===== src/rtl/hilo_fwd_file.sv =====
// rtl/hilo_fwd_file.sv - HI/LO register file with read forwarding and MDU scoreboard; optional stall counter under HILO_STALL_CNT_EN
module hilo_fwd_file #(
    parameter int DATA_W   = 32,
    parameter int NUM_FWD  = 2,
    parameter int MAX_PEND = 3
) (
    input  logic                        clk,
    input  logic                        rst_n,
    input  logic                        wb_hi_we,
    input  logic                        wb_lo_we,
    input  logic [DATA_W-1:0]           wb_hi,
    input  logic [DATA_W-1:0]           wb_lo,
    input  logic [NUM_FWD-1:0]          fwd_hi_we,
    input  logic [NUM_FWD-1:0]          fwd_lo_we,
    input  logic [NUM_FWD*DATA_W-1:0]   fwd_hi,
    input  logic [NUM_FWD*DATA_W-1:0]   fwd_lo,
    input  logic                        mdu_issue,
    input  logic                        mdu_done,
    input  logic                        mdu_cancel,
    input  logic                        rd_req,
    output logic [DATA_W-1:0]           hi_o,
    output logic [DATA_W-1:0]           lo_o,
    output logic                        stall_o,
    output logic [$clog2(MAX_PEND+1)-1:0] pend_o,
    output logic                        err_o,
    output logic [31:0]                 stall_cnt_o
);

    localparam int PEND_W = $clog2(MAX_PEND+1);

    logic [DATA_W-1:0] r_hi;
    logic [DATA_W-1:0] r_lo;
    logic [PEND_W-1:0] r_pend;
    logic              r_err;
    logic [DATA_W-1:0] w_hi;
    logic [DATA_W-1:0] w_lo;
    logic              w_stall;

    // Architectural HI/LO storage; the two halves are written independently
    always_ff @(posedge clk or negedge rst_n) begin
        if (!rst_n) begin
            r_hi <= '0;
            r_lo <= '0;
        end else begin
            if (wb_hi_we) r_hi <= wb_hi;
            if (wb_lo_we) r_lo <= wb_lo;
        end
    end

    // Per-half read mux: youngest valid forward stage, then writeback write-through, then storage.
    // Walking from the oldest stage down lets the lowest index overwrite and win.
    always_comb begin
        w_hi = wb_hi_we ? wb_hi : r_hi;
        w_lo = wb_lo_we ? wb_lo : r_lo;
        for (int i = NUM_FWD - 1; i >= 0; i--) begin
            if (fwd_hi_we[i]) w_hi = fwd_hi[i*DATA_W +: DATA_W];
            if (fwd_lo_we[i]) w_lo = fwd_lo[i*DATA_W +: DATA_W];
        end
    end

    // Outstanding MDU op count; flush wins, over/underflow saturate and latch the sticky error
    always_ff @(posedge clk or negedge rst_n) begin
        if (!rst_n) begin
            r_pend <= '0;
            r_err  <= 1'b0;
        end else if (mdu_cancel) begin
            r_pend <= '0;
        end else if (mdu_issue && !mdu_done) begin
            if (r_pend == PEND_W'(MAX_PEND)) r_err  <= 1'b1;
            else                             r_pend <= r_pend + PEND_W'(1);
        end else if (mdu_done && !mdu_issue) begin
            if (r_pend == '0) r_err  <= 1'b1;
            else              r_pend <= r_pend - PEND_W'(1);
        end
    end

    // The retiring op's result reaches the reader through writeback forwarding, so only
    // the registered count gates the stall
    assign w_stall = rd_req && (r_pend != '0);

    assign hi_o    = w_hi;
    assign lo_o    = w_lo;
    assign stall_o = w_stall;
    assign pend_o  = r_pend;
    assign err_o   = r_err;

`ifdef HILO_STALL_CNT_EN
    logic [31:0] r_stall_cnt;

    // Free-running count of stalled cycles; wraps naturally and ignores pipeline flushes
    always_ff @(posedge clk or negedge rst_n) begin
        if (!rst_n)       r_stall_cnt <= '0;
        else if (w_stall) r_stall_cnt <= r_stall_cnt + 32'd1;
    end

    assign stall_cnt_o = r_stall_cnt;
`else
    assign stall_cnt_o = '0;
`endif

endmodule


===== config.mk =====
export PLATFORM = sky130hd
export DESIGN_NAME = hilo_fwd_file
export DESIGN_NICKNAME = d
export VERILOG_FILES = /design/src/rtl/hilo_fwd_file.sv
export SDC_FILE = /design/constraint.sdc
export NUM_CORES = 1
export LEC_CHECK = 0
export ABC_CLOCK_PERIOD_IN_PS = 1300
export BUFFER_PORTS_ARGS = -buffer_cell sky130_fd_sc_hd__clkbuf_2
export CAP_MARGIN = 30
export CORE_AREA = 4 4 117 119
export DETAILED_ROUTE_END_ITERATION = 8
export DIE_AREA = 0 0 121 123
export GPL_TIMING_DRIVEN = 0
export PLACE_DENSITY = 0.72
export SYNTH_ARGS = -nofsm -noshare
export SYNTH_HDL_FRONTEND = slang
export SYNTH_SLANG_ARGS = --single-unit
export TNS_END_PERCENT = 10

===== constraint.sdc =====
create_clock -name clk -period 1.3 [get_ports clk]
set_clock_uncertainty 0.2 [all_clocks]
set_input_delay 0.13 -clock clk [delete_from_list [all_inputs] [get_ports clk]]
set_output_delay 0.13 -clock clk [all_outputs]
set_load 0.02 [all_outputs]

Yosys cells after proc, flatten, opt, wreduce, memory -nomap -nowiden:

Cells that the tools add are included.

* input bits: 204
* output and inout port bits: 100
* register bits after elaboration: 67

* mux-type cells: 15
* equal/unequal tests: 4
* add/sub/neg operators: 2
* reduce and logical (&&, ||, !) cells: 12
* bitwise logic cells: 1

Operators by type and width (count)
* 32-bit two-way mux: 6
* 2-bit two-way mux: 5
* 3-bit inequality test (second input constant): 2
* 2-bit nonzero test: 3
* 1-bit two-way mux: 4
* 4-bit AND reduction: 1
* 1-bit logical AND: 3
* 3-bit AND reduction: 1
* 3-bit nonzero test: 1
* 2-bit by 1-bit adder with 2-bit output (second input constant): 1
* 2-bit equality test (second input constant): 1
* 1-bit zero test: 2
* 2-bit zero test: 1
* 2-bit by 1-bit inequality test with 1-bit output (second input constant): 1
* 2-bit by 1-bit subtractor with 2-bit output (second input constant): 1
* 1-bit NOT: 1

Longest topological paths before layout:

* depth in word-level cells: 5
* depth in mapped cells: 5
* depth with buffers taken out: 5

Least setup slack after synthesis:

No wires, ideal clock.

* kind: input port to output port
* start: in fwd_hi_we[1]
* end: out hi_o[16]
* required time: 0.970 ns
* stages: 4
* buffers on the path: 2
* setup slack: -0.077 ns
* arrival time: 1.047 ns
* cell sequence: buf_2 buf_4 mux2i_1 o21ai_0

* word-level cells in the longest chain between the ends: 2

Ends and longest elaborated chain
* start, declared: RTL line 13 `input logic [NUM_FWD-1:0] fwd_hi_we,`
* 32-bit two-way mux (2 in series): RTL line 56 `if (fwd_hi_we[i]) w_hi = fwd_hi[i*DATA_W +: DATA_W];`
* end, declared: RTL line 21 `output logic [DATA_W-1:0] hi_o,`

Every way passes these cells.

Worst setup path in the final report:

* start: reg r_hi[6]
* end: out hi_o[6]

* word-level cells in the longest chain between the ends: 3

Ends and longest elaborated chain
* start, declared: RTL line 31 `logic [DATA_W-1:0] r_hi;`
* start signal, assigned: RTL line 45 `if (wb_hi_we) r_hi <= wb_hi;`
* 32-bit two-way mux: RTL line 53 `w_hi = wb_hi_we ? wb_hi : r_hi;`
* 32-bit two-way mux (2 in series): RTL line 56

Every way passes these cells.

==> flow_summary.ini <==
[drt]
detail_route.first_pass.iterations = 5
post-route-drc-count = 0
drtAntennaViolNets = 0
dr.first_iter.drc_count = 50
routed_wl_um = 13200
num_vias = 3936
wire_per_inst_um = 14.8
vias_per_cell = 4.41

[worst_hold_path]
hold_path_end = r_lo[4]
worstHoldPathType = in2reg
whs_path_depth = 2
worstHoldStart = wb_lo[4]

[layout]
fillers = 1153
final_layout_size_suffix_gt1_share_pct = 56.4
fin_nets = 923
fin_util_pct = 51.9
regArea_um2 = 1680
diodes = 0
multiInputGateArea_um2 = 2460
layout_common_cells = clkbuf_2 (208), nand2_1 (66), dfrtp_1 (65)
area_growth_pct = 46.4
layout_commonest_cell = clkbuf_2

[outcome]
status = finished, violations left
violations = hold timing, setup timing

[sta]
slew_viol_final = 0
rsz0062_at_grt = yes
finalCriticalPeriod_ns = 1.74
fmax_ghz = 0.573
setup_viol = 65
tns_ns = -23.56
tightest_slew_ns = 0.533
finalCritPeriodShare_pct = 134
hold_violations = 64
slew_headroom_pct = 64.5
holdWs_ns = -0.154
final.setup.worst_slack_ns = -0.445

[clocking]
ctsRootBufferMaster = clkbuf_16
cts_buffer_depth = 2
cts_tree = done
cts.clk_slew.worst_paths_ns = 0.05
insertion_delay_ns = 0.32
cts.sinks = 67
cts_max_level = 3
holdBufCountCts = 2
numCtsBuffers = 9

[power]
p_per_area_nw_per_um2 = 1030
ir_drop_uv = 540
leakage_nw = 3.62

[place]
io_buffers = 265
dpl.hpwl_um = 11000
place.gp.congestion = 0.859

[flow_run]
drv_cap = 0

[floorplanning]
die_area_um2 = 14900
io_pins = 304
start_util_pct = 35.4
fp.dieW_um = 121
die_height_um = 123
num_rows = 41
core_um2 = 12600

[synthesis]
ys_top_cells_by_area = dfrtp_1 (38%), mux2_4 (20%), mux2i_1 (14%)
yosysTopAreaCell = dfrtp_1
synth_top_area_share_pct = 37.7
synth_seq_area_share_pct = 37.7
ys_seq_elements = 67
synthesis.area_um2 = 4450
synth_cell_types = 24
ys_warn_count = 0
postSynthCellCount = 406
syn_area_per_cell_um2 = 11.0

[setup_path]
path_max_fanout = 2
reg2reg_to = err_o
critical_path_class = reg2out
startpoint_type = flop
r2r-start = pend_o[1]
reg2reg_depth = 3
cp.required_ns = 0.97
worstSetupEndpointType = primary output
crit_arrival_ns = 1.41
startpoint = r_hi[6]
reg2reg_slack_ns = 0.01

[global_routing]
grt_use_total_pct = 16.7
grt_pass1_wl_um = 19600
grt.overflow.total = 0
grt_pass1_vias = 3909
grt_max_degree = 36
antenna_found_initial = 0
==> power by group <==
part / internal (W) / leakage, nW / switching [W] / total, W
clock network: 0.00154 / 0.141 / 0.000852 / 0.00239
logic: 0.000984 / 2.69 / 0.00101 / 0.00200
registers: 0.00229 / 0.781 / 0.0000653 / 0.00235
==> cell type report <==
class | count | area share (%)
plain buffers | 62 | 7.62
multi-input cells | 306 | 37.8
repair buffers | 268 | 21.0
flip-flops and latches | 67 | 25.8
inverters | 2 | 0.115
clock buffers | 14 | 3.90
well taps | 172 | 3.30
clock inverters | 2 | 0.538
==> flip-flops by register name, summed over array words and instances (netlist names) <==
| name | count |
|---|---|
| r_hi | 32 |
| r_lo | 32 |
| pend_o | 2 |
| err_o | 1 |
==> per-layer routing <==
| metal | vias to the layer above | part of all wire [%] | GRT usage (%) |
|---|---|---|---|
| met5 | - | 0 | 0 |
| li1 | 1964 | - | - |
| met4 | 0 | 1.1 | 4.89 |
| met1 | 1767 | 38 | 19.6 |
| met2 | 195 | 50 | 29.3 |
| met3 | 10 | 10 | 5.49 |
==> worst max-delay path: stages (launching register included) <==
cell and delay [ns]:
dfrtp_1 0.36, mux2_4 0.28, mux2i_2 0.19, o21ai_1 0.08
buf_2 0.18
==> Yosys cell counts (all sizes together) <==
library cell	count
nor4	1
nand2b	1
nand2	66
nor4b	1
a211oi	2
a311o	1
nor2	3
o21a	1
nor3b	1
ha	3
mux2i	64
a21oi	2
conb	1
buf	48
o21ai	64
clkbuf	14
mux2	64
inv	2
dfrtp	67
==> through the flow <==
| stage | total power [W] | instances | hold WS (ns) | worst slack, ns | area (um^2) |
|---|---|---|---|---|---|
| global placement | 0.00430 | 874 | 0.135 | -0.578 | 6110 |
| detailed placement | 0.00435 | 875 | -0.0574 | -0.445 | 6130 |
| global route | 0.00712 | 893 | -0.173 | -0.490 | 6520 |
| finish | 0.00674 | 893 | -0.154 | -0.445 | 6520 |
| CTS | 0.00679 | 893 | -0.170 | -0.452 | 6480 |
| floorplan | 0.00364 | 437 | -0.366 | -0.0429 | 4570 |
==> kinds of logic (layout without fill, tap and decap cells) <==
family / count (synthesis) / in the layout / share of synthesized area, %
muxes: 128 / 128 / 35.6
and+or+nand+nor: 73 / 73 / 6.46
AOI/OAI and AO/OA: 70 / 70 / 8.15
DFF: 67 / 67 / 37.7
buffers and inverters: 64 / 348 / 11.2
adders and majority gates: 3 / 3 / 0.843
other: 1 / 32 / 0.0842
==> worst max path at each step <==
| stage | slack (ns) | end | cells past startpoint |
|---|---|---|---|
| after global placement | -0.58 | err_o | 1 |
| after global routing | -0.49 | hi_o[12] | 4 |
| after detailed placement | -0.45 | lo_o[13] | 5 |
| final | -0.44 | hi_o[6] | 4 |
| after floorplan | -0.04 | lo_o[0] | 4 |
| after CTS | -0.45 | hi_o[6] | 4 |
==> timing repair <==
action | CTS | global route
gates cloned | 0 | 0
hold endpoints to repair | 133 | 64
resized for setup | 11 | 75
buffers inserted | 0 | 0
endpoints found under the setup margin | 68 | 68
Power figures use the tool's default switching activity.
